### src/rtl/icache_ctrl.sv
// Direct-mapped, read-only instruction cache: combinational hit path,
// 4-word line fill over a request/valid memory handshake on a miss.
module icache_ctrl #(
   parameter int unsigned NUM_SETS       = 8,
   parameter int unsigned WORDS_PER_LINE = 4,
   parameter int unsigned CNT_W          = 16
) (
   input  logic             clk,
   input  logic             rst,
   input  logic             rd_en,
   input  logic [15:0]      addr,
   input  logic             inval,
   output logic [15:0]      instr,
   output logic             hit,
   output logic             stall,
   output logic             mem_re,
   output logic [15:0]      mem_addr,
   input  logic [15:0]      mem_rdata,
   input  logic             mem_rvalid,
   output logic [CNT_W-1:0] miss_cnt
);

   localparam int unsigned IDX_W = $clog2(NUM_SETS);
   localparam int unsigned OFF_W = $clog2(WORDS_PER_LINE);
   localparam int unsigned TAG_W = 16 - IDX_W - OFF_W;

   typedef enum logic {IDLE, FILL} state_t;

   state_t state, state_next;

   logic [NUM_SETS-1:0] valid;
   logic [TAG_W-1:0]    tag_arr  [NUM_SETS];
   logic [15:0]         data_arr [NUM_SETS*WORDS_PER_LINE];

   logic [OFF_W-1:0] off;
   logic [IDX_W-1:0] idx;
   logic [TAG_W-1:0] tag;

   logic [TAG_W-1:0] fill_tag;
   logic [IDX_W-1:0] fill_idx;
   logic [OFF_W-1:0] word_cnt;

   logic miss_start;
   logic fill_last;

   assign off = addr[OFF_W-1:0];
   assign idx = addr[IDX_W+OFF_W-1:OFF_W];
   assign tag = addr[15:IDX_W+OFF_W];

   always_comb begin
      state_next = state;
      hit        = 1'b0;
      instr      = '0;
      miss_start = 1'b0;
      fill_last  = 1'b0;

      if (rd_en && (state == IDLE) && valid[idx] && (tag_arr[idx] == tag))
         hit = 1'b1;
      if (hit)
         instr = data_arr[{idx, off}];
      stall = (rd_en && !hit) || (state != IDLE);

      case (state)
         IDLE: begin
            // inval in the same cycle suppresses miss entry
            if (rd_en && !hit && !inval) begin
               miss_start = 1'b1;
               state_next = FILL;
            end
         end
         FILL: begin
            fill_last = mem_rvalid && (word_cnt == OFF_W'(WORDS_PER_LINE - 1));
            if (inval || fill_last)
               state_next = IDLE;
         end
         default: state_next = IDLE;
      endcase
   end

   always_ff @(posedge clk) begin
      if (rst)
         state <= IDLE;
      else
         state <= state_next;
   end

   always_ff @(posedge clk) begin
      if (rst) begin
         valid    <= '0;
         word_cnt <= '0;
         miss_cnt <= '0;
         mem_re   <= 1'b0;
         mem_addr <= '0;
         fill_tag <= '0;
         fill_idx <= '0;
      end else begin
         if (miss_start) begin
            fill_tag <= tag;
            fill_idx <= idx;
            word_cnt <= '0;
            mem_re   <= 1'b1;
            mem_addr <= {tag, idx, {OFF_W{1'b0}}};
            if (miss_cnt != '1)
               miss_cnt <= miss_cnt + 1'b1;
         end else if (state == FILL) begin
            if (inval) begin
               word_cnt <= '0;
               mem_re   <= 1'b0;
            end else if (mem_rvalid) begin
               word_cnt <= word_cnt + 1'b1;
               mem_addr <= {fill_tag, fill_idx, OFF_W'(word_cnt + 1'b1)};
               if (fill_last)
                  mem_re <= 1'b0;
            end
         end

         // inval takes priority so a line completing in the same cycle stays invalid
         if (inval)
            valid <= '0;
         else if (fill_last)
            valid[fill_idx] <= 1'b1;
      end
   end

   always_ff @(posedge clk) begin
      if ((state == FILL) && mem_rvalid)
         data_arr[{fill_idx, word_cnt}] <= mem_rdata;
      if (fill_last)
         tag_arr[fill_idx] <= fill_tag;
   end

endmodule
### config.mk
export PLATFORM = sky130hd
export DESIGN_NAME = icache_ctrl
export DESIGN_NICKNAME = d
export VERILOG_FILES = /design/src/rtl/icache_ctrl.sv
export SDC_FILE = /design/constraint.sdc
export NUM_CORES = 1
export LEC_CHECK = 0
export CAP_MARGIN = 10
export CORE_AREA = 2 2 211 213
export CTS_CLUSTER_SIZE = 16
export DETAILED_ROUTE_END_ITERATION = 16
export DIE_AREA = 0 0 213 215
export GPL_ROUTABILITY_DRIVEN = 0
export PLACE_DENSITY = 0.88
export SYNTH_ARGS = -nofsm -noshare
export SYNTH_HDL_FRONTEND = slang
export SYNTH_SLANG_ARGS = --single-unit
### constraint.sdc
create_clock -name clk -period 11.1 [get_ports clk]
set_input_delay 2.22 -clock clk [delete_from_list [all_inputs] [get_ports clk]]
set_output_delay 2.22 -clock clk [all_outputs]
set_load 0.03 [all_outputs]
==> out/qor.csv, run 1 <==
metric,value,unit
outcome,completed,
"Slew Viols, Final",0,
clock power share,41.1,%
Leak,9.118,nW
Clock Path Buffers,3,
layout cell share with drive strength beyond 1,25.44,%
CTS Sinks,658,
crit path to,instr[2],
most common cell in the synthesized netlist,edfxtp_1,
part of the cycle the worst path needs,79.49,%
largest net degree at the start of global routing,129,
gr ovfl total,0,
Critical Path RT,8.88,ns
Worst-path clk slew,0.06,ns
total global-route track usage,27.20,%
Post-DP Area,27290,um^2
std cell rows,77,
synthesized cell area,25760,um^2
Worst VDD drop,0.1322,mV
Sequential Power Share,54.1,%
Final Hold Vio Count,0,
Port Buf Inserts,87,
area grow syn2layout,13.84,%
Cells after Synth,1256,
CP Launch Type,input pin,
Setup TNS Final,0,ns
cts bufs inserted,61,
Hold WC Path Type,flip-flop to flip-flop,
Final Skew,0.01731,ns
unrepaired setup endpoints after global routing,false,
Relative slew margins,16.83,%
number of global-route vias before repair,13490,
FF-to-FF path depth,7,
ANT nets after route,0,
"Power, Total",5.029,mW
Vias,13240,
root buf cell,clkbuf_16,
crit path max fanout,32,
Pwr per Cell Area,171.5,nW/um^2
Die Y,215,um
ys flop type,edfxtp_1,
final core occ,67.19,%
DRC,0,
Die Wd,213,um
first drt pass iteration count,6,
first-pass GRT wire length,89220,um
# setup viols final,0,
I/O Pins,88,
worst slew pin tran,1.246,ns
Resize count post-CTS,0,
min Tclk post-route,8.824,ns
CTS tree,done,
r2r startpoint,tag_arr[7][8],
NumNets Final,1402,
P_int,3.982,mW
crit path DAT,6.60,ns
Hold Buf Count CTS,0,
post-synthesis cell type count,56,
Seq cells post-synth,658,
average cell area after synthesis,20.51,um^2
"Design Area, Final",29320,um^2
core box area,43640,um^2
Post-synth top cells,"edfxtp_1, mux4_2, nor2_1",
share of the yosys chip area belonging to registers,74.45,%
placed cells,1885,
vias per cell,6.620,
Starting Density,59.02,%
number of max-cap violations,0,
die area,45800,um^2
Yosys top cell area share,69.95,%
WL final,60810,um
top cell type by total area after synthesis,edfxtp_1,
initial DRC count,1833,
number of enable flip-flop cells after synthesis,600,
H-tree levels,2,
Area contributors post-synth,"edfxtp_1, mux4_2, dfxtp_1",
post-DP HPWL,33440,um
DR WL/cell,30.40,um
switching share of power,20.81,%
hold-critical path depth,1,
Synthesized Nets,1298,
FMAX,0.1133,GHz
Psw,1.047,mW
combinational share of power,4.8,%
Worst setup startpoint,addr[2],
post-route insts no fill,2000,
post-CTS setup buffers,0,
WS Path Type,input pin to output port,
critical path endpoint category,output port,
Fill cells,2575,
r2r setup slk,7.91,ns
Async SR Flop Fraction,0,%
"Clk Latency, worst-skew pair",0.63,ns
FF-to-FF End,miss_cnt[0],
antenna violations before repair,0,
Ys Warns,0,
[metal layers]
metal,wire [um],vias up,track usage [%]
met5,0,-,0
met4,2156,0,9.860
met3,5665,139,5.845
met2,31480,854,45.91
met1,21500,6831,35.04
li1,-,5416,-
[power by group through the flow]
| stage | Sequential (mW) | Combinational [mW] | Clock, mW |
|---|---|---|---|
| 6_report | 2.72 | 0.241 | 2.07 |
| 4_1_cts | 2.72 | 0.240 | 2.08 |
| 3_3_place_gp | 2.77 | 0.225 | 0 |
| 2_1_floorplan | 2.77 | 0.140 | 0 |
| 3_5_place_dp | 2.77 | 0.235 | 0 |
| 5_1_grt | 2.72 | 0.254 | 2.17 |
[critical path, cell delays in order]
cell and delay, ns:
buf_4 0.59, buf_4 0.60, mux4_2 0.57, mux2i_1 0.19, xnor2_1 0.11, or4b_1 0.48
or3_1 0.77, nor2_1 0.28, clkdlybuf4s50_1 0.72
[worst min-delay path by stage]
stage,from,to,slack [ns]
3_3_place_gp,valid[7],valid[7],0.44
6_report,valid[3],valid[3],0.50
2_1_floorplan,valid[2],valid[2],0.44
4_1_cts,valid[0],valid[0],0.49
3_5_place_dp,valid[3],valid[3],0.47
5_1_grt,valid[2],valid[2],0.51
[cells by family (layout without fill, tap and decap cells)]
group           count (synthesis)  in the layout  share of synthesized area, %
compound gates                 97             97                         2.409
xor+xnor                        9              9                        0.3060
fa+ha+maj                       5              5                        0.2429
buf+inv                        81            232                         1.462
flops                         658            658                         74.45
mux                           226            226                         17.62
other cells                     0              1                             0
simple gates                  180            180                         3.507
[cell usage in the layout, fill, tap and decap left out, drive strengths merged, types with 7 or more instances in the layout]
master,instances
o21ai,22
a21oi,25
dfxtp,58
edfxtp,600
nor3,8
or3,7
clkinv,28
xor2,7
clkbuf,76
buf,35
o221ai,11
mux2,13
nor2b,8
a31oi,13
mux2i,33
nand3,27
nand2,22
mux4,180
clkdlybuf4s50,81
nor2,75
o21a,9
[registers in the layout (all words and copies together), names as in the netlist]
register / cells
data_arr: 512
tag_arr: 88
mem_addr: 16
miss_cnt: 16
fill_tag: 11
valid: 8
fill_idx: 3
word_cnt: 2
mem_re: 1
state: 1
[cell type report]
type	instances	area, um^2	share of cell area, %
inverters	5	18.77	0.06400
clock inverters	35	345.3	1.178
clock buffers	75	1620	5.526
well taps	592	740.7	2.526
repair buffers	117	1125	3.836
diodes	1	2.502	0.008534
flip-flops and latches	658	19180	65.40
multi-input cells	517	6292	21.46
[per-stage QoR]
step                      hold WS [ns]  worst slack, ns
after floorplan                 0.4354            4.160
after global placement          0.4437            2.524
after detailed placement        0.4726            2.297
after CTS                       0.4889            2.282
after global routing            0.5138            2.084
final                           0.4978            2.276
Power figures use the tool's default switching activity.
==> inputs of run 2 (changes only) <==
Clock period 11.1 ns to 8.4 ns, I/O delays scaled along.
==> run 2 against run 1 <==
Sequential share of layout area decreased by 0.23 points. Critical path depth increased by 1. Clock skew decreased by 0.00050 ns. Clock power increased by 29%. Critical endpoint is now instr[3]. Non-clock buffer count increased by 13. Combinational power increased by 33%. Sequential cell count unchanged.
==> out/qor.csv, run 2 (same netlist as run 1, synthesis figures left out) <==
metric,value,unit,change
ANT nets after route,0,,unchanged
clock power share,40.6,%,-0.5 points
crit path max fanout,21,,-34%
NumNets Final,1415,,+0.93%
std cell rows,77,,unchanged
Biggest register,data_arr,,
WL final,59860,um,-1.6%
multi-input logic area,6292,um^2,unchanged
Die Wd,213,um,unchanged
Critical Path RT,6.72,ns,-2.16 ns
gr ovfl total,0,,unchanged
worst slew pin tran,1.265,ns,+0.01927 ns
I/O Pins,88,,unchanged
part of the cycle the worst path needs,83.99,%,
total global-route track usage,26.76,%,-0.45 points
cts bufs inserted,61,,unchanged
Clock Path Buffers,3,,unchanged
Hold WC Path Type,flip-flop to flip-flop,,
Relative slew margins,15.54,%,-1.3 points
FF+latch area,19180,um^2,unchanged
max reg flops,512,,unchanged
Psw,1.373,mW,+31%
Setup TNS Final,0,ns,unchanged
post-CTS setup buffers,0,,unchanged
DR WL/cell,29.69,um,-2.3%
Die Y,215,um,unchanged
# setup viols final,0,,unchanged
Worst-path clk slew,0.06,ns,about the same
Vias,13240,,+0.015%
initial DRC count,1684,,-8.1%
vias per cell,6.568,,-0.78%
Starting Density,59.02,%,unchanged
FF-to-FF End,miss_cnt[0],,
Hold Buf Count CTS,0,,unchanged
FMAX,0.1417,GHz,
Hold Path Origin,valid[3],,
first-pass GRT wire length,87640,um,-1.8%
Worst setup startpoint,addr[4],,
area grow syn2layout,14.24,%,
min Tclk post-route,7.055,ns,
CP Launch Type,input pin,,
WS Path Type,input pin to output port,,
largest net degree at the start of global routing,75,,-42%
Fill cells,2635,,+2.3%
unrepaired setup endpoints after global routing,false,,
final worst-path setup slack,1.345,ns,-0.9312 ns
number of max-cap violations,0,,unchanged
Final Skew,0.01681,ns,-0.0005003 ns
Worst VDD drop,0.1612,mV,+22%
die area,45800,um^2,unchanged
post-DP HPWL,33630,um,+0.57%
crit path DAT,5.38,ns,-1.22 ns
"Clk Latency, worst-skew pair",0.62,ns,about the same
CTS tree,done,,
P_int,5.211,mW,+31%
"leading cell type in the layout, fill and taps excluded",edfxtp_1,,
CTS Sinks,658,,unchanged
Port Buf Inserts,87,,unchanged
combinational share of power,4.9,%,about the same
layout cell share with drive strength beyond 1,26.35,%,+0.91 points
switching share of power,20.86,%,+0.047 points
DRC,0,,unchanged
r2r setup slk,5.13,ns,-2.78 ns
Hold Path Sink,valid[3],,
Post-DP Area,27370,um^2,+0.28%
"Design Area, Final",29430,um^2,+0.35%
H-tree levels,2,,unchanged
final core occ,67.42,%,+0.24 points
FF-to-FF path depth,7,,unchanged
Resize count post-CTS,0,,unchanged
Final Hold Vio Count,0,,unchanged
outcome,completed,,
core box area,43640,um^2,unchanged
antenna violations before repair,1,,+1
r2r startpoint,tag_arr[6][1],,
critical path endpoint category,output port,,
hold-critical path depth,1,,unchanged
Leak,9.186,nW,+0.74%
Sequential Power Share,54.6,%,+0.5 points
number of global-route vias before repair,13590,,+0.69%
Pwr per Cell Area,223.7,nW/um^2,+30%
Largest regs,"data_arr x512, tag_arr x88",,
"commonest non-fill, non-tap cells in the layout","edfxtp_1, mux4_2, clkdlybuf4s50_1, clkbuf_16, dfxtp_1",,
"Slew Viols, Final",0,,unchanged
Setup WS pre-CTS,1.340,ns,-0.9571 ns
first drt pass iteration count,5,,-1
root buf cell,clkbuf_16,,
[run 2: power by group through the flow]
stage                     clock, mW  combinational [mW]  sequential, mW
after floorplan                   0               0.186            3.66
after global placement            0               0.299            3.66
after detailed placement          0               0.312            3.66
after CTS                      2.70               0.317            3.59
after global routing           2.80               0.335            3.59
final                          2.67               0.320            3.59
[run 2: how the worst max path moves through the flow]
| stage | end | slack (ns) |
|---|---|---|
| after global placement | instr[0] | 1.51 |
| after floorplan | instr[10] | 2.54 |
| final | instr[3] | 1.34 |
| after detailed placement | instr[3] | 1.34 |
| after global routing | instr[3] | 1.17 |
| after CTS | instr[3] | 1.35 |
[run 2: area by class of cell]
type | count | area share, %
clock inverter | 32 | 0.8121
inverter | 5 | 0.06378
clock buffer | 81 | 5.723
antenna | 1 | 0.008504
multi-input combinational | 517 | 21.38
sequential | 658 | 65.18
tap | 592 | 2.517
timing repair buffer | 130 | 4.316
[run 2: worst max-delay path, stage by stage]
cell	delay, ns
buf_2	0.33
buf_4	0.45
nand2_1	0.13
o22ai_1	0.24
o21a_1	0.18
o211ai_1	0.09
or4b_1	0.52
or3_1	0.78
nor2_1	0.25
clkdlybuf4s50_1	0.71
[run 2: metal layers]
layer	share of wire (%)	up-vias	GRT usage, %
met3	9.4	141	5.539
met5	0	-	0
met4	3.5	0	9.231
met1	36	6874	34.86
li1	-	5441	-
met2	51	786	45.14
[run 2: metrics by stage]
step	hold slack, ns	cells	power (mW)
after global routing	0.5030	2015	6.731
after detailed placement	0.4598	1895	3.974
after CTS	0.4745	2008	6.606
final	0.4701	2016	6.584
after global placement	0.4438	1895	3.960
after floorplan	0.4354	1256	3.848
==> inputs of run 3 (changes only) <==
Clock period 8.4 ns to 6.51 ns, I/O delays scaled along.
==> run 3 against run 2 <==
Sequential share of layout area is 0.26 points lower. Die area did not move. Non-clock buffer count increased by 18. Sequential cell count is the same. Clock power grew 31%. Power rose by 30%. Sequential power rose by 29%.
==> out/qor.csv, run 3 (same netlist as run 1, synthesis figures left out) <==
metric,value,unit,change
total global-route track usage,28.01,%,+1.3 points
Relative slew margins,13.83,%,-1.7 points
Worst VDD drop,0.3055,mV,+90%
post-CTS setup buffers,0,,unchanged
CTS Sinks,658,,unchanged
max reg flops,512,,unchanged
Hold Buf Count CTS,0,,unchanged
critical path endpoint category,output port,,
I/O Pins,88,,unchanged
"leading cell type in the layout, fill and taps excluded",edfxtp_1,,
crit path max fanout,24,,+14%
FMAX,0.1632,GHz,
# setup viols final,0,,unchanged
core box area,43640,um^2,unchanged
Final Skew,0.02350,ns,+0.006684 ns
Port Buf Inserts,87,,unchanged
"Slew Viols, Final",0,,unchanged
Hold WC Path Type,flip-flop to flip-flop,,
Resize count post-CTS,0,,unchanged
vias per cell,6.641,,+1.1%
first-pass GRT wire length,91240,um,+4.1%
crit path DAT,4.83,ns,-0.55 ns
layout cell share with drive strength beyond 1,27.72,%,+1.4 points
Worst-path clk slew,0.06,ns,about the same
initial DRC count,1736,,+3.1%
Starting Density,59.02,%,unchanged
Pwr per Cell Area,289.8,nW/um^2,+30%
largest net degree at the start of global routing,58,,-23%
part of the cycle the worst path needs,94.12,%,
DRC,0,,unchanged
Crit-path slowest cell,or3_1,,
Leak,9.296,nW,+1.2%
antenna violations before repair,0,,-1
CP max stage delay,0.77,ns,about the same
H-tree levels,2,,unchanged
DR WL/cell,30.57,um,+3.0%
min Tclk post-route,6.127,ns,
WHS,0.4744,ns,+0.004364 ns
WL final,62000,um,+3.6%
area grow syn2layout,14.69,%,
Largest regs,"data_arr x512, tag_arr x88",,
"commonest non-fill, non-tap cells in the layout","edfxtp_1, mux4_2, clkdlybuf4s50_1, buf_4, clkbuf_16",,
post-DP HPWL,34920,um,+3.8%
"Clk Latency, worst-skew pair",0.63,ns,about the same
cts bufs inserted,59,,-3.3%
Fill cells,2612,,-0.87%
CP Launch Type,input pin,,
# diodes,0,,-1
root buf cell,clkbuf_16,,
unrepaired setup endpoints after global routing,false,,
std cell rows,77,,unchanged
Setup TNS Final,0,ns,unchanged
outcome,completed,,
number of max-cap violations,0,,unchanged
NumNets Final,1431,,+1.1%
Biggest register,data_arr,,
Critical Path RT,5.21,ns,-1.51 ns
Die Wd,213,um,unchanged
die area,45800,um^2,unchanged
Clock Path Buffers,3,,unchanged
Die Y,215,um,unchanged
number of global-route vias before repair,14080,,+3.6%
first drt pass iteration count,5,,unchanged
"critical path, cell by cell",buf_4 -> mux4_2 -> mux2i_1 -> xnor2_1 -> or4b_1 -> or3_1 -> nor2_2 -> clkdlybuf4s50_1,,
gr ovfl total,0,,unchanged
worst slew pin tran,1.289,ns,+0.02305 ns
CTS tree,done,,
ANT nets after route,0,,unchanged
WS Path Type,input pin to output port,,
Vias,13470,,+1.7%
final worst-path setup slack,0.3830,ns,-0.9620 ns
Final Hold Vio Count,0,,unchanged
Setup WS pre-CTS,0.4233,ns,-0.9167 ns
[run 3: changes by cell type in the layout (fill, tap and decap cells not counted), sizes merged]
cell           before  now
clkbuf             82   78
clkinv             27   23
bufinv              3    7
diode               1    0
clkdlybuf4s50      81   73
buf                48   74
clkinvlp            1    0
[run 3: layout make-up]
| cell class | instances | area, um^2 | area share [%] |
|---|---|---|---|
| Timing Repair Buffer | 148 | 1358 | 4.595 |
| Multi-Input combinational cell | 517 | 6292 | 21.30 |
| Tap cell | 592 | 740.7 | 2.507 |
| Inverter | 5 | 18.77 | 0.06353 |
| Clock inverter | 31 | 341.6 | 1.156 |
| Sequential cell | 658 | 19180 | 64.92 |
| Clock buffer | 77 | 1613 | 5.459 |
[run 3: worst max-delay path, delay by kind of cell]
family / cells / cell delay, ns
simple gates: 3 / 1.52
xor+xnor: 1 / 0.12
mux: 2 / 0.79
buf+inv: 2 / 1.06
[run 3: worst paths after layout]
check                      to  depth (start not counted)  slack [ns]     startpoint
setup / recovery     instr[6]                          8        0.38        addr[2]
hold / removal       valid[0]                          1        0.47       valid[0]
setup reg to reg  miss_cnt[0]                          8        3.50  tag_arr[7][1]
hold reg to reg      valid[0]                          1        0.47       valid[0]
[run 3: routing by layer]
layer  GRT usage [%]  wire length [um]  vias to the layer above
met1           35.83             21340                     6909
met2           46.42             31290                      919
met3           6.810              6837                      170
li1                -                 -                     5469
met4           11.33              2541                        0
met5               0                 0                        -
[run 3: where the power goes]
part,switching [mW],internal (mW)
sequential,0.0169,4.62
combinational,0.239,0.176
clock,1.50,2.02
[run 3: through the flow]
step / instances / utilization (%) / area [um^2] / total power, mW
finish: 2028 / 67.69 / 29540 / 8.562
CTS: 2028 / 67.69 / 29540 / 8.595
detailed placement: 1920 / 63.21 / 27590 / 5.131
floorplan: 1256 / - / 25760 / 4.965
global placement: 1920 / 63.21 / 27590 / 5.111
global route: 2028 / 67.69 / 29540 / 8.757
